**config.mk**
```make
export PLATFORM = sky130hd
export DESIGN_NAME = outport_uart_tx
export DESIGN_NICKNAME = d
export VERILOG_FILES = /design/src/rtl/outport_pkg.sv /design/src/rtl/outport_fifo.sv /design/src/rtl/outport_uart_tx.sv
export SDC_FILE = /design/constraint.sdc
export NUM_CORES = 1
export LEC_CHECK = 0
export CAP_MARGIN = 40
export CORE_MARGIN = 2
export CORE_UTILIZATION = 64
export CTS_CLUSTER_SIZE = 24
export DETAILED_ROUTE_END_ITERATION = 12
export GPL_TIMING_DRIVEN = 0
export PLACE_DENSITY = 0.89
export SLEW_MARGIN = 20
export SYNTH_ARGS = -nofsm -noshare
export SYNTH_HDL_FRONTEND = slang
export SYNTH_SLANG_ARGS = --single-unit
```
**constraint.sdc**
```tcl
create_clock -name Clock -period 5.28 [get_ports Clock]
set_input_delay 1.056 -clock Clock [delete_from_list [all_inputs] [get_ports Clock]]
set_output_delay 1.056 -clock Clock [all_outputs]
set_load 0.1 [all_outputs]
```
**src/rtl/outport_pkg.sv**
```systemverilog
// Shared types and constants for the OUTPORT UART transmitter.
// Frame geometry is 8N1: one start bit, eight data bits, one stop bit.
package outport_pkg;

  typedef enum logic [1:0] {
    ST_IDLE  = 2'd0,
    ST_START = 2'd1,
    ST_DATA  = 2'd2,
    ST_STOP  = 2'd3
  } tx_state_e;

  localparam int FRAME_BITS = 10;
  localparam int DATA_BITS  = 8;

  // Bring the next byte of a captured word down into bits [7:0].
  function automatic logic [31:0] next_byte_word(input logic [31:0] w);
    return {8'h00, w[31:8]};
  endfunction

endpackage

```
**src/rtl/outport_fifo.sv**
```systemverilog
// Synchronous FIFO holding captured OUTPORT words until the transmitter takes them.
// A push while full is accepted only if a pop happens on the same edge.
module outport_fifo #(
  parameter int DEPTH = 4,
  parameter int WIDTH = 32
) (
  input  logic                     clk,
  input  logic                     rst,
  input  logic                     push,
  input  logic                     pop,
  input  logic [WIDTH-1:0]         din,
  output logic [WIDTH-1:0]         dout,
  output logic                     full,
  output logic                     empty,
  output logic [$clog2(DEPTH):0]   level
);

  localparam int AW    = $clog2(DEPTH);
  localparam int LVL_W = AW + 1;
  localparam logic [LVL_W-1:0] PTR_ONE   = LVL_W'(1);
  localparam logic [LVL_W-1:0] LVL_FULL  = LVL_W'(DEPTH);
  localparam logic [LVL_W-1:0] LVL_EMPTY = LVL_W'(0);

  logic [WIDTH-1:0] mem_q [DEPTH];
  logic [LVL_W-1:0] wr_q, wr_d;
  logic [LVL_W-1:0] rd_q, rd_d;
  logic [LVL_W-1:0] level_s;
  logic             full_s, empty_s;
  logic             push_ok_s, pop_ok_s;

  assign level_s = wr_q - rd_q;
  assign full_s  = (level_s == LVL_FULL);
  assign empty_s = (level_s == LVL_EMPTY);

  // Pointers carry one extra wrap bit so full and empty stay distinguishable.
  always_comb begin
    pop_ok_s  = pop & ~empty_s;
    push_ok_s = push & (~full_s | pop_ok_s);
    wr_d      = wr_q;
    rd_d      = rd_q;
    if (push_ok_s) begin
      wr_d = wr_q + PTR_ONE;
    end else begin
      wr_d = wr_q;
    end
    if (pop_ok_s) begin
      rd_d = rd_q + PTR_ONE;
    end else begin
      rd_d = rd_q;
    end
  end

  always_ff @(posedge clk or posedge rst) begin
    if (rst) begin
      wr_q <= LVL_W'(0);
      rd_q <= LVL_W'(0);
    end else begin
      wr_q <= wr_d;
      rd_q <= rd_d;
    end
  end

  always_ff @(posedge clk) begin
    if (push_ok_s) begin
      mem_q[wr_q[AW-1:0]] <= din;
    end
  end

  assign dout  = mem_q[rd_q[AW-1:0]];
  assign full  = full_s;
  assign empty = empty_s;
  assign level = level_s;

endmodule

```
**src/rtl/outport_uart_tx.sv**
```systemverilog
// Captures OUTPORT bus words into a FIFO and sends their low SEND_BYTES bytes,
// least-significant byte first, as back-to-back 8N1 UART frames on txd.
module outport_uart_tx
  import outport_pkg::*;
#(
  parameter int CLKS_PER_BIT = 434,
  parameter int SEND_BYTES   = 4,
  parameter int FIFO_DEPTH   = 4
) (
  input  logic                          Clock,
  input  logic                          Reset,
  input  logic                          OUTPORTin,
  input  logic [31:0]                   busMuxOut,
  output logic                          txd,
  output logic                          busy,
  output logic                          full,
  output logic                          overflow,
  output logic [$clog2(FIFO_DEPTH):0]   level
);

  localparam int BAUD_W = $clog2(CLKS_PER_BIT);
  localparam int LVL_W  = $clog2(FIFO_DEPTH) + 1;
  localparam logic [BAUD_W-1:0] BAUD_LAST = BAUD_W'(CLKS_PER_BIT - 1);
  localparam logic [BAUD_W-1:0] BAUD_ONE  = BAUD_W'(1);
  localparam logic [BAUD_W-1:0] BAUD_ZERO = BAUD_W'(0);
  localparam logic [2:0]        BIT_LAST  = 3'(DATA_BITS - 1);
  localparam logic [1:0]        BYTE_LAST = 2'(SEND_BYTES - 1);

  tx_state_e         state_q, state_d;
  logic [BAUD_W-1:0] baud_q, baud_d;
  logic [2:0]        bit_q, bit_d;
  logic [1:0]        byte_q, byte_d;
  logic [31:0]       shift_q, shift_d;
  logic              txd_q, txd_d;
  logic              overflow_q, overflow_d;

  logic              pop_s;
  logic              bit_end_s;
  logic [2:0]        bit_next_s;
  logic [7:0]        cur_byte_s;
  logic [31:0]       fifo_head_s;
  logic              fifo_full_s, fifo_empty_s;
  logic [LVL_W-1:0]  fifo_level_s;

  outport_fifo #(
    .DEPTH (FIFO_DEPTH),
    .WIDTH (32)
  ) u_fifo (
    .clk   (Clock),
    .rst   (Reset),
    .push  (OUTPORTin),
    .pop   (pop_s),
    .din   (busMuxOut),
    .dout  (fifo_head_s),
    .full  (fifo_full_s),
    .empty (fifo_empty_s),
    .level (fifo_level_s)
  );

  assign bit_end_s  = (baud_q == BAUD_LAST);
  assign bit_next_s = bit_q + 3'd1;
  assign cur_byte_s = shift_q[7:0];

  // txd_d is the line value for the state being entered, so txd stays a pure flop.
  always_comb begin
    state_d = state_q;
    baud_d  = BAUD_ZERO;
    bit_d   = bit_q;
    byte_d  = byte_q;
    shift_d = shift_q;
    txd_d   = txd_q;
    pop_s   = 1'b0;

    if (state_q == ST_IDLE) begin
      baud_d = BAUD_ZERO;
    end else if (bit_end_s) begin
      baud_d = BAUD_ZERO;
    end else begin
      baud_d = baud_q + BAUD_ONE;
    end

    case (state_q)
      ST_IDLE: begin
        if (!fifo_empty_s) begin
          pop_s   = 1'b1;
          shift_d = fifo_head_s;
          byte_d  = 2'd0;
          state_d = ST_START;
          txd_d   = 1'b0;
        end else begin
          txd_d   = 1'b1;
        end
      end
      ST_START: begin
        if (bit_end_s) begin
          state_d = ST_DATA;
          bit_d   = 3'd0;
          txd_d   = cur_byte_s[0];
        end else begin
          txd_d   = 1'b0;
        end
      end
      ST_DATA: begin
        if (!bit_end_s) begin
          txd_d   = cur_byte_s[bit_q];
        end else if (bit_q == BIT_LAST) begin
          state_d = ST_STOP;
          txd_d   = 1'b1;
        end else begin
          bit_d   = bit_next_s;
          txd_d   = cur_byte_s[bit_next_s];
        end
      end
      ST_STOP: begin
        // Next byte of this word first, then the next queued word with no idle gap.
        if (!bit_end_s) begin
          txd_d   = 1'b1;
        end else if (byte_q != BYTE_LAST) begin
          shift_d = next_byte_word(shift_q);
          byte_d  = byte_q + 2'd1;
          state_d = ST_START;
          txd_d   = 1'b0;
        end else if (!fifo_empty_s) begin
          pop_s   = 1'b1;
          shift_d = fifo_head_s;
          byte_d  = 2'd0;
          state_d = ST_START;
          txd_d   = 1'b0;
        end else begin
          state_d = ST_IDLE;
          txd_d   = 1'b1;
        end
      end
      default: begin
        state_d = ST_IDLE;
        txd_d   = 1'b1;
      end
    endcase
  end

  // A push is dropped only when the FIFO is full and nothing leaves on the same edge.
  always_comb begin
    if (OUTPORTin && fifo_full_s && !pop_s) begin
      overflow_d = 1'b1;
    end else begin
      overflow_d = overflow_q;
    end
  end

  always_ff @(posedge Clock or posedge Reset) begin
    if (Reset) begin
      state_q    <= ST_IDLE;
      baud_q     <= BAUD_ZERO;
      bit_q      <= 3'd0;
      byte_q     <= 2'd0;
      shift_q    <= 32'h0000_0000;
      txd_q      <= 1'b1;
      overflow_q <= 1'b0;
    end else begin
      state_q    <= state_d;
      baud_q     <= baud_d;
      bit_q      <= bit_d;
      byte_q     <= byte_d;
      shift_q    <= shift_d;
      txd_q      <= txd_d;
      overflow_q <= overflow_d;
    end
  end

  assign txd      = txd_q;
  assign busy     = (state_q != ST_IDLE) | (fifo_level_s != LVL_W'(0));
  assign full     = fifo_full_s;
  assign overflow = overflow_q;
  assign level    = fifo_level_s;

endmodule

```
==> impl_metrics.py, run 1 <==
metrics = {
    "status": {
        "outcome": "complete, no violations",
    },
    "cells_and_area": {
        "fin_area_sq_um": 9080,
        "nNetsFinal": 597,
        "drive_gt1_frac": 0.200,
        "n_antenna_cell": 0,
        "area_delta_synth_final_pct": 17.6,
    },
    "power": {
        "ir_drop_uv": 438,
        "powerDensity_nw_per_um2": 660,
        "leakagePower_uw": 0.00347,
    },
    "drt": {
        "drc": 0,
        "antenna_left": 0,
        "vias": 4443,
        "drt-total-wl_mm": 15.8,
        "drt-pass1-iter-count": 7,
        "avgViaCountPerCell": 6.29,
        "drt_iter0_markers": 578,
        "wl_per_cell_um": 22.3,
    },
    "clocking": {
        "cts_htree_levels": 4,
        "cts-resized-gates": 0,
        "cts_tree": "yes",
        "cts_sinks": 184,
        "cts_max_path_buffers": 2,
        "numCtsBuffers": 17,
        "clock_tree.root_cell": "clkbuf_16",
        "postCtsHoldBufs": 0,
        "post_cts_buffers": 0,
        "cts.clk_slew.worst_paths_ps": 70,
        "insertion_delay_ps": 430,
    },
    "sta": {
        "tightestPinTransition_ps": 767,
        "maxSlewViolCount": 0,
        "hold_viol_final": 0,
        "finalCriticalPeriod_ps": 4070,
        "fin_setup_tns_ps": 0,
        "timing.final.crit_share": 0.770,
        "slew_headroom": 0.486,
        "grt_setup_unrepaired": "no",
        "whs_ps": 465,
        "fmax_mhz": 246,
        "skew_ps": 9.69,
        "finalSetupViolCount": 0,
    },
    "yosys": {
        "syn-instance-count": 474,
        "ys_ff_latch": 184,
        "synth_edf_count": 128,
        "synth.most_common_cell": "edfxtp_1",
        "dominantRegCellSynth": "edfxtp_1",
        "netlist_top_cells_area": "edfxtp_1, dfrtp_1, mux4_2",
        "yosysWarnings": 0,
        "avgSynthCellArea_sq_um": 16.3,
        "post-synth-top-area-cell": "edfxtp_1",
        "syn_area_sq_um": 7720,
        "async_flop_share": 0.304,
        "synth_nets": 525,
        "synth_top_area_share": 0.498,
        "yosysUniqueCellTypes": 57,
        "ys_seq_area_frac": 0.679,
        "synthTopCellsByCount": "edfxtp_1, inv_1, dfrtp_1",
    },
    "min_path": {
        "min_delay_path_depth": 1,
        "worst_hold_path.endpoint": "overflow",
        "hold_path_class": "register to register",
        "min-delay-start": "overflow",
    },
    "worst_setup_path": {
        "worstPathArrival_ps": 3010,
        "regToRegStartpoint": "u_fifo.wr_q[0]",
        "reg2reg_setup_slack_ps": 2120,
        "start_kind": "register",
        "ff2ff_path_depth": 8,
        "endpoint_kind": "output pin",
        "r2r_end": "u_fifo.mem_q[2][18]",
        "required_ps": 4220,
        "cp-startpoint": "u_fifo.wr_q[0]",
        "cp_max_fo": 9,
        "crit_type": "register to output pin",
    },
    "placement": {
        "routabilityCongestion": 0.829,
        "portBuffers": 41,
        "postPlaceCellArea_sq_um": 8520,
        "dp_hpwl_mm": 10.2,
    },
    "die": {
        "start_util": 0.648,
        "dieArea_sq_um": 13000,
        "dieHeight_um": 114,
        "fp.dieW_um": 114,
        "ioPinCount": 42,
        "core-area_sq_um": 11900,
        "row_count": 40,
    },
    "job": {
        "max_cap_viol_count": 0,
    },
    "global_routing": {
        "grt_usage": 0.268,
        "grt_pass1_vias": 4681,
        "antenna_found_initial": 0,
        "grt-ovfl-total": 0,
        "grt_max_degree": 57,
        "grt_pass1_wl_mm": 25.4,
    },
}
## worst max-delay path by stage
| stage | end | cells past startpoint |
|---|---|---|
| after floorplan | u_fifo.mem_q[3][0] | 7 |
| after global placement | full | 6 |
| after detailed placement | busy | 8 |
| after CTS | busy | 8 |
| after global routing | busy | 8 |
| final | busy | 8 |
## state kept, by name (all words and copies together), names as in the netlist
register      cells
overflow          1
u_fifo.wr_q       3
u_fifo.mem_q    128
baud_q            9
txd               1
shift_q          32
u_fifo.rd_q       3
byte_q            2
state_q           2
bit_q             3
## cell usage in the layout, fill, tap and decap left out, types with 5 or more instances in the layout
cell type and count:
buf_8 7, edfxtp_1 128, o21ai_0 12, a21oi_1 9, a221oi_1 6, a22o_1 5
clkbuf_16 17, nand3_1 12, nand2_1 7, a222oi_1 16, xnor2_1 6, mux4_2 36
clkdlybuf4s50_1 41, buf_2 9, inv_1 61, nor2_1 23, dfrtp_1 55, clkbuf_1 12
ha_1 15
## stage by stage
step / total power, uW / util / setup WS [ps] / std cells
floorplan: 3910 / - / 1610 / 474
global placement: 4420 / 0.698 / 1400 / 662
detailed placement: 4750 / 0.715 / 1700 / 674
CTS: 6010 / 0.762 / 1220 / 706
global route: 6280 / 0.762 / 1000 / 706
finish: 5990 / 0.762 / 1210 / 706
## per-layer routing
metal	track usage	share of wire
met1	0.352	0.39
met2	0.442	0.53
met3	0.0659	0.062
met4	0.105	0.026
met5	0	0
## worst max-delay path, stage by stage (launching register included)
cell	delay, ps
dfrtp_1	400
inv_1	140
ha_1	230
fa_1	430
xor3_2	330
nor3_1	340
inv_1	70
clkdlybuf4s50_1	460
buf_8	190
## report_power, final
group | total [uW] | internal [uW] | switching, uW
Sequential | 2240 | 2050 | 187
Clock | 1220 | 700 | 518
Combinational | 2540 | 1030 | 1510
## layout make-up
cell class	instances	area, sq um
flip-flops and latches	184	5250
plain buffers	20	111
clock buffers	22	444
inverters	62	235
fillers	659	2830
multi-input cells	208	2140
well taps	147	184
repair buffers	53	601
clock inverters	10	121
## kinds of logic (layout without fill, tap and decap cells)
family                     Yosys count  in the layout  synth area share
DFF                                184            184             0.679
AOI/OAI and AO/OA                   68             68            0.0713
xor gates and xnor gates            11             11            0.0146
adders and majority gates           16             16            0.0269
buffers and inverters               82            167            0.0445
and+or+nand+nor                     72             72            0.0507
muxes                               41             41             0.113
(Power assumes the default switching activity.)
==> run 2, diff against run 1 <==
--- a/config.mk
+++ b/config.mk
@@ -7,11 +7,11 @@
 export LEC_CHECK = 0
 export CAP_MARGIN = 40
 export CORE_MARGIN = 2
-export CORE_UTILIZATION = 64
+export CORE_UTILIZATION = 59
 export CTS_CLUSTER_SIZE = 24
 export DETAILED_ROUTE_END_ITERATION = 12
 export GPL_TIMING_DRIVEN = 0
-export PLACE_DENSITY = 0.89
+export PLACE_DENSITY = 0.84
 export SLEW_MARGIN = 20
 export SYNTH_ARGS = -nofsm -noshare
 export SYNTH_HDL_FRONTEND = slang
==> constraint.sdc (replaced) <==
create_clock -name Clock -period 4 [get_ports Clock]
set_input_delay 0.8 -clock Clock [delete_from_list [all_inputs] [get_ports Clock]]
set_output_delay 0.8 -clock Clock [all_outputs]
set_load 0.1 [all_outputs]
==> run 2 against run 1 <==
Sequential power rose by 31%. Clock-buffer cell count grew 1. Cell count increased by 3.5%. Clock power increased by 37%. Combinational power up 31%. Worst hold slack improved by 8.7 ps. Wire length is 1.1% lower. First-iteration DRC count down 11%. Global-route usage shrank 2.9 points. Sequential cell count unchanged. Design area increased by 0.65%. Clock skew is 2.5 ps lower.
==> impl_metrics.py, run 2 (same netlist as run 1, synthesis figures left out) <==
metrics = {
    "cells_and_area": {
        "fin_area_sq_um": 9140,
        "final_cells": 731,
        "register_area_sq_um": 5250,
        "largest_register_ffs": 128,
        "drive_gt1_frac": 0.202,
        "final_common_cell": "edfxtp_1",
        "nNetsFinal": 597,
        "n_antenna_cell": 0,
        "fillerInstances": 815,
        "area_delta_synth_final_pct": 18.3,
        "mostFrequentLayoutCells": "edfxtp_1, inv_1, dfrtp_1, clkdlybuf4s50_1, mux4_2",
        "multi_input_area_sq_um": 2140,
    },
    "placement": {
        "placed_cells": 699,
        "routabilityCongestion": 0.859,
        "pre_cts_ws_ps": 671,
        "dp_hpwl_mm": 9.72,
        "postPlaceCellArea_sq_um": 8550,
        "portBuffers": 41,
    },
    "clocking": {
        "postCtsHoldBufs": 0,
        "insertion_delay_ps": 440,
        "numCtsBuffers": 17,
        "cts-resized-gates": 0,
        "post_cts_buffers": 0,
        "cts_max_path_buffers": 2,
        "cts_sinks": 184,
        "cts_htree_levels": 4,
        "clock_tree.root_cell": "clkbuf_16",
        "cts.clk_slew.worst_paths_ps": 70,
        "cts_tree": "yes",
    },
    "min_path": {
        "hold_path_class": "register to register",
        "min_delay_path_depth": 1,
        "min-delay-start": "overflow",
        "worst_hold_path.endpoint": "overflow",
    },
    "drt": {
        "avgViaCountPerCell": 6.18,
        "vias": 4516,
        "drt_iter0_markers": 512,
        "drt-total-wl_mm": 15.6,
        "drc": 0,
        "antenna_left": 0,
        "wl_per_cell_um": 21.3,
        "drt-pass1-iter-count": 8,
    },
    "sta": {
        "slew_headroom": 0.540,
        "fin_setup_tns_ps": 0,
        "worst_slack_ps": 200,
        "skew_ps": 7.17,
        "finalSetupViolCount": 0,
        "fmax_mhz": 263,
        "tightestPinTransition_ps": 690,
        "finalCriticalPeriod_ps": 3800,
        "maxSlewViolCount": 0,
        "grt_setup_unrepaired": "no",
        "hold_viol_final": 0,
        "timing.final.crit_share": 0.950,
    },
    "worst_setup_path": {
        "cp_max_fo": 9,
        "worstPathArrival_ps": 3000,
        "start_kind": "register",
        "reg2reg_setup_slack_ps": 1050,
        "crit_type": "register to output pin",
        "required_ps": 3200,
        "regToRegStartpoint": "u_fifo.wr_q[0]",
        "endpoint_kind": "output pin",
        "ff2ff_path_depth": 8,
        "r2r_end": "u_fifo.mem_q[0][21]",
    },
    "power": {
        "powerDensity_nw_per_um2": 868,
        "ir_drop_uv": 571,
        "power_uw": 7930,
        "leakagePower_uw": 0.00350,
    },
    "die": {
        "fp.dieW_um": 118,
        "ioPinCount": 42,
        "row_count": 41,
        "start_util": 0.607,
        "dieHeight_um": 118,
        "dieArea_sq_um": 14000,
        "core-area_sq_um": 12700,
    },
    "global_routing": {
        "antenna_found_initial": 0,
        "grt_max_degree": 57,
        "grt_pass1_wl_mm": 24.9,
        "grt-ovfl-total": 0,
        "grt_pass1_vias": 4625,
        "grt_usage": 0.240,
    },
    "status": {
        "outcome": "complete, no violations",
    },
    "job": {
        "max_cap_viol_count": 0,
    },
}
run 2: worst max path at each step:
stage | startpoint | to | slack [ps] | cells after the start
after global placement | u_fifo.wr_q[0] | u_fifo.mem_q[3][2] | 200 | 7
final | u_fifo.wr_q[0] | busy | 200 | 8
after detailed placement | u_fifo.wr_q[0] | busy | 670 | 8
after global routing | u_fifo.wr_q[0] | busy | 70 | 8
after floorplan | u_fifo.wr_q[0] | u_fifo.mem_q[3][0] | 330 | 7
after CTS | u_fifo.wr_q[0] | busy | 200 | 8
run 2: final cells by class:
cell class | instances | share of cell area
Timing Repair Buffer | 53 | 0.0657
Multi-Input combinational cell | 208 | 0.234
Inverter | 62 | 0.0257
Tap cell | 172 | 0.0235
Buffer | 20 | 0.0122
Sequential cell | 184 | 0.574
Clock inverter | 9 | 0.0112
Clock buffer | 23 | 0.0537
run 2: critical path, cell delays in order, from the launching register on:
cell	delay, ps
dfrtp_1	380
inv_1	110
ha_1	220
fa_1	430
xor3_2	320
nor3_1	360
inv_1	90
clkdlybuf4s50_1	470
buf_8	190
run 2: per-layer routing:
layer | part of all wire | vias up | track usage
li1 | - | 1965 | -
met3 | 0.065 | 53 | 0.0714
met2 | 0.50 | 224 | 0.388
met1 | 0.39 | 2274 | 0.295
met5 | 0 | - | 0
met4 | 0.043 | 0 | 0.124
run 2: metrics by stage:
stage / util / hold WS [ps]
final: 0.718 / 474
after global routing: 0.718 / 487
after CTS: 0.718 / 476
after detailed placement: 0.672 / 455
after global placement: 0.656 / 463
after floorplan: - / 468
run 2: power breakdown:
group / switching [uW] / internal [uW] / leakage [uW] / total (uW)
Combinational: 1980 / 1350 / 0.00137 / 3330
Sequential: 237 / 2700 / 0.00184 / 2940
Clock: 717 / 950 / 0.000292 / 1670
